$ cat src/rtl/mul_seq_ctrl.sv
// ----------------------------------------------------------------------------
// MulSeqCtrl -- controller for a repeated-addition multiplier.
//
// The controller drives a datapath made of three parts:
//   * an operand register A,
//   * a loadable 16-bit down-counter B,
//   * a product accumulator P that adds A on each step.
// A multiply runs as follows. The controller loads A, then loads B and clears
// P in the same cycle. It then issues one add-and-decrement per cycle until the
// counter reports zero. It ends with a one-cycle done pulse. The block carries
// no data of its own; it only sequences the datapath enables.
//
// Ports:
//   clk_i        rising-edge clock
//   rst_i        asynchronous active-high reset
//   start_i      request a multiply (only looked at while idle)
//   abort_i      synchronous abort back to idle (ignored while idle)
//   eqz_i        datapath flag: B counter currently equals zero
//   ld_a_o       load operand register A
//   ld_b_o       load the B counter
//   clr_p_o      clear accumulator P
//   ld_p_o       accumulate P <= P + A
//   dec_b_o      decrement the B counter
//   busy_o       high whenever the controller is not idle
//   done_o       one-cycle completion pulse
//   iter_cnt_o   number of add cycles issued in the current/last operation
// ----------------------------------------------------------------------------
module mul_seq_ctrl #(
    parameter int CW = 16
) (
    input  logic          clk_i,
    input  logic          rst_i,
    input  logic          start_i,
    input  logic          abort_i,
    input  logic          eqz_i,
    output logic          ld_a_o,
    output logic          ld_b_o,
    output logic          clr_p_o,
    output logic          ld_p_o,
    output logic          dec_b_o,
    output logic          busy_o,
    output logic          done_o,
    output logic [CW-1:0] iter_cnt_o
);

    typedef enum logic [2:0] {
        IDLE   = 3'd0,
        LOAD_A = 3'd1,
        LOAD_B = 3'd2,
        ADD    = 3'd3,
        DONE   = 3'd4
    } state_e;

    state_e        state_q;
    state_e        state_d;
    logic [CW-1:0] iterCnt_q;
    logic [CW-1:0] iterCnt_d;

    // State and iteration counter registers. Reset drops any operation in
    // flight immediately. No done pulse follows, because DONE can only be
    // reached through ADD.
    always_ff @(posedge clk_i or posedge rst_i) begin
        if (rst_i) begin
            state_q   <= IDLE;
            iterCnt_q <= '0;
        end else begin
            state_q   <= state_d;
            iterCnt_q <= iterCnt_d;
        end
    end

    // Next-state and output decode. Outputs are Moore, taken from the current
    // state. The exception is ADD, where the add/decrement enables are
    // suppressed once the counter reads zero. That final ADD cycle only
    // detects completion and issues no add.
    // Abort is applied last, so it overrides every transition, including
    // DONE -> IDLE. The iteration count still takes an add issued in the same
    // cycle as the abort, because the datapath performs that add regardless.
    always_comb begin
        state_d   = state_q;
        iterCnt_d = iterCnt_q;
        ld_a_o    = 1'b0;
        ld_b_o    = 1'b0;
        clr_p_o   = 1'b0;
        ld_p_o    = 1'b0;
        dec_b_o   = 1'b0;
        done_o    = 1'b0;

        case (state_q)
            IDLE: begin
                if (start_i && !abort_i) begin
                    state_d   = LOAD_A;
                    iterCnt_d = '0;
                end
            end
            LOAD_A: begin
                ld_a_o  = 1'b1;
                state_d = LOAD_B;
            end
            LOAD_B: begin
                ld_b_o  = 1'b1;
                clr_p_o = 1'b1;
                state_d = ADD;
            end
            ADD: begin
                if (!eqz_i) begin
                    ld_p_o    = 1'b1;
                    dec_b_o   = 1'b1;
                    iterCnt_d = iterCnt_q + CW'(1);
                end else begin
                    state_d = DONE;
                end
            end
            DONE: begin
                done_o  = 1'b1;
                state_d = IDLE;
            end
            default: begin
                state_d = IDLE;
            end
        endcase

        if (abort_i && (state_q != IDLE)) begin
            state_d = IDLE;
        end
    end

    // Busy covers every state other than IDLE, including illegal codes,
    // until those codes recover to IDLE.
    always_comb begin
        busy_o     = (state_q != IDLE);
        iter_cnt_o = iterCnt_q;
    end

endmodule

$ cat config.mk
export PLATFORM = sky130hd
export DESIGN_NAME = mul_seq_ctrl
export DESIGN_NICKNAME = d
export VERILOG_FILES = /design/src/rtl/mul_seq_ctrl.sv
export SDC_FILE = /design/constraint.sdc
export NUM_CORES = 1
export LEC_CHECK = 0
export CORE_MARGIN = 10
export CORE_UTILIZATION = 69
export CTS_BUF_LIST = sky130_fd_sc_hd__clkbuf_2 sky130_fd_sc_hd__clkbuf_4 sky130_fd_sc_hd__clkbuf_8
export CTS_CLUSTER_DIAMETER = 30
export DETAILED_ROUTE_END_ITERATION = 10
export DONT_BUFFER_PORTS = 1
export GPL_ROUTABILITY_DRIVEN = 0
export PLACE_DENSITY = 0.87
export REMOVE_ABC_BUFFERS = 1
export SYNTH_ARGS = -nofsm -noshare
export SYNTH_HDL_FRONTEND = slang
export SYNTH_SLANG_ARGS = --single-unit
$ cat constraint.sdc
create_clock -name clk_i -period 4.97 [get_ports clk_i]
set_input_delay 0.497 -clock clk_i [delete_from_list [all_inputs] [get_ports clk_i]]
set_output_delay 0.497 -clock clk_i [all_outputs]
set_load 0.03 [all_outputs]
# --- Word level (Yosys, flattened, before mapping) ---
# Index checks and enable logic that the tools add are counted.
# W data, S select, Z words.
totals:
  register_bits: 19
  wordCells: 31
op_classes:
  muxes: 12
  reduce_logical: 8
  add_sub_neg: 1
  eq_ne: 8
op_table:
  columns: ["cell", "count"]
  rows:
  - ["$mux W16", 2]
  - ["$pmux W16 S2", 1]
  - ["$add A16 B1 Y16 const B", 1]
  - ["$pmux W3 S4", 1]
  - ["$mux W3", 3]
  - ["$eq A3 B2 Y1 const B", 2]
  - ["$ne A3 B3 Y1 const B", 2]
  - ["$mux W1", 5]
  - ["$ne A2 B2 Y1 const B", 2]
  - ["$eq A3 B1 Y1 const B", 1]
  - ["$eq A3 B3 Y1 const B", 1]
  - ["$logic_not A3 Y1", 1]
  - ["$reduce_and A3 Y1", 1]
  - ["$reduce_bool A3 Y1", 1]
  - ["$logic_and A1 B1 Y1", 2]
  - ["$reduce_and A2 Y1", 1]
  - ["$reduce_bool A2 Y1", 1]
  - ["$logic_not A1 Y1", 1]

# --- Logic depth before layout (Yosys ltp) ---
logic_depth:
  word_depth: 5
  depth_mapped: 6
  depth_no_buf: 5

# --- Worst setup path after synthesis ---
# No wires, ideal clock.
synth_timing:
  path_type: "register to output"
  from: "register state_q[0]"
  to: "output ld_p_o"
  t_arrival_ps: 2264
  required_time_ps: 4473
  setup_slack_ps: 2209
  stages_incl_launch_ff: 4
  path_buffers: 2
  cell_sequence: "dfrtp_1 clkbuf_1 nor4bb_1 buf_4"
synth_between:
  elab_chain_cells: 2
synth_rtl:
  columns: ["item", "line", "rtl"]
  rows:
  - ["start: declaration", "54", "state_e state_q;"]
  - ["start signal: assignment", "67", "state_q <= state_d;"]
  - ["$eq A3 B2 Y1", null, null]
  - ["$mux W1", null, null]
  - ["end: declaration", "39", "output logic ld_p_o,"]
# Every way passes these cells.

# --- Worst setup path after layout ---
layout_timing:
  from: "register state_q[0]"
  to: "output dec_b_o"
layout_between:
  elab_chain_cells: 2
layout_rtl:
  columns: ["item", "line", "rtl"]
  rows:
  - ["$eq A3 B2 Y1", "89", "case (state_q)"]
  - ["$mux W1", "89", null]
  - ["end: declaration", "40", "output logic dec_b_o,"]
# Every way passes these cells.

==> flow_metrics.tcl <==
set metrics [dict create \
    antenna_left 0 \
    num-nets-final 113 \
    power_leakage_nw 0.417 \
    grt_util_all_layers_pct 11.6 \
    grt_pass1_wl_mm 3.31 \
    cts.sinks 19 \
    cp.required_ns 4.47 \
    insertedDiodeCount 0 \
    worstPathCellList "nor4bb_4" \
    met2_wirelength_um 922 \
    startpoint_type "register" \
    io_buffers 0 \
    netlist.area_leader.share_pct 47.3 \
    crit_fanout 12 \
    relSlewSlack_pct 31.9 \
    num_vias 800 \
    crit_type "reg -> out" \
    async_flop_share_pct 100 \
    overflow 0 \
    first_pass_iters 6 \
    cts_resized 0 \
    antenna_found_initial 0 \
    rows 13 \
    slew_violations 0 \
    clock_latency_ns 0.29 \
    syn_area_um2 1000 \
    wl_met3_um 242 \
    clk_pin_slew_ns 0.10 \
    cts_setup_buffers 0 \
    cp.depth 1 \
    synth.distinct_cells 29 \
    drt_iter0_drc 20 \
    critPathTopFamily "simple AND/OR/NAND/NOR gates" \
    max_stage_delay_ns 0.97 \
    cap_violations 0 \
    die_width_um 58.2 \
    pwr_density_cell_nw_per_um2 269 \
    routed_wl_mm 2.03 \
    synth_most_common_cell "dfrtp_1" \
    setup_viol 0 \
    end_kind "output pin" \
    cts_hold_buf 0 \
    htree_levels 1 \
    critPathBufInv 0 \
    io-pin-count 28 \
    outcome "completed" \
    ir_drop_v 0.000195 \
    coreArea_um2 1330 \
    r2r_cells 4 \
    ys_top_cells_by_count "dfrtp_1 (19), o21ai_0 (10), a21oi_1 (9), nor2_1 (9), or3_1 (8)" \
    clk_root_buffer_cell "clkbuf_4" \
    ys_seq_area_share_pct 47.3 \
    worst_slew_pin_slew_ns 1.02 \
    drive_above_1_share_pct 6.60 \
    finalHoldViolCount 0 \
    drc 0 \
    grt_pass1_vias 734 \
    cts_max_path_buffers 2 \
    die_h_um 58.2 \
    synth_edf_count 0 \
    slowest_stage "nor4bb_4" \
    via_per_inst 6.61 \
    hold_class "in -> async" \
    area_growth_pct 3.49 \
    avgSynthCellArea_um2 9.22 \
    cts_buffers 3 \
    finalSetupTns_ns 0 \
    fin_util_pct 78.0 \
    dieArea_um2 3380 \
    yosysWarnings 0 \
    start_util_pct 75.3 \
    yosys.area.top_type "dfrtp_1" \
    synth.ff_latch_count 19 \
    synth_area_leaders "dfrtp_1 (47%), o21ai_0 (5.0%), or3_1 (5.0%)" \
    dpl.hpwl_mm 1.49 \
    fin_worst_skew_ns 0.00145 \
    cts_tree "yes" \
    top_layer "met4" \
    ys.flop_type "dfrtp_1" \
    synth_cells 109 \
    fmax_ghz 0.436 \
    avgRoutedWirePerCell_um 16.8 \
    rsz0062_at_grt "false" \
    finalCriticalPeriod_ns 2.29 \
    cp.arrival_ns 1.80 \
    grt_max_degree 20 \
    met1_length_um 848 \
    post-route-period-util_pct 46.2 \
]
## cell usage in the layout, fill, tap and decap left out, drive strengths merged
cell,count
a2111oi,1
a211o,2
a211oi,1
a21oi,9
a31oi,1
and2,2
and3,1
and4,2
clkbuf,4
dfrtp,19
ha,1
inv,7
nand2,5
nand3,3
nand3b,1
nand4,5
nand4b,1
nor2,9
nor3b,3
nor4bb,1
o21ai,10
o22ai,1
o31ai,1
or3,8
or4,1
or4b,1
xnor2,4
xor2,2
## where the power goes
group	switching (W)	internal (W)	leakage (nW)
combinational	0.0000211	0.00000898	0.136
clock	0.0000439	0.0000367	0.0184
sequential	0.0000115	0.000158	0.263
## sequential cells by signal, indices dropped and copies added (netlist names)
name / count
iter_cnt_o: 16
state_q: 3
## path summary, 6_finish.rpt
check / from / endpoint / slack (ns)
setup / recovery: state_q[0] / dec_b_o / 2.68
hold / removal: rst_i / state_q[0] / 0.19
setup reg to reg: state_q[0] / iter_cnt_o[15] / 2.77
hold reg to reg: state_q[0] / state_q[1] / 0.69
max in group asynchronous: rst_i / iter_cnt_o[8] / 4.34
min in group clk_i: eqz_i / state_q[1] / 0.30
## cell type report
type / count / area, µm²
clock buffers: 4 / 30.0
multi-input cells: 76 / 489
well taps: 15 / 18.8
flip-flops and latches: 19 / 475
fillers: 84 / 294
inverters: 7 / 26.3
## kinds of logic (layout without fill, tap and decap cells)
| logic type | Yosys count | count (layout) | share of synthesized area (%) |
|---|---|---|---|
| simple gates | 43 | 43 | 25.4 |
| buf+inv | 14 | 11 | 5.98 |
| fa+ha+maj | 1 | 1 | 1.25 |
| compound gates | 26 | 26 | 14.8 |
| xor+xnor | 6 | 6 | 5.23 |
| flops | 19 | 19 | 47.3 |
## stage by stage
| stage | hold WS (ns) | total power, W | worst slack (ns) | area (µm²) | cells |
|---|---|---|---|---|---|
| 2_1_floorplan | 0.448 | 0.000196 | 1.75 | 971 | 102 |
| 5_1_grt | 0.241 | 0.000292 | 2.56 | 1040 | 121 |
| 3_3_place_gp | 0.531 | 0.000203 | 2.84 | 1010 | 117 |
| 3_5_place_dp | 0.542 | 0.000203 | 2.79 | 1010 | 117 |
| 6_report | 0.188 | 0.000280 | 2.68 | 1040 | 121 |
| 4_1_cts | 0.227 | 0.000282 | 2.66 | 1040 | 121 |
## routing by layer
metal  up-vias  global-route usage [%]
met5         -                       0
met4         0                    1.34
li1        387                       -
met2        39                    19.5
met3         6                    5.66
met1       368                    13.2
Power figures use the tool's default switching activity.
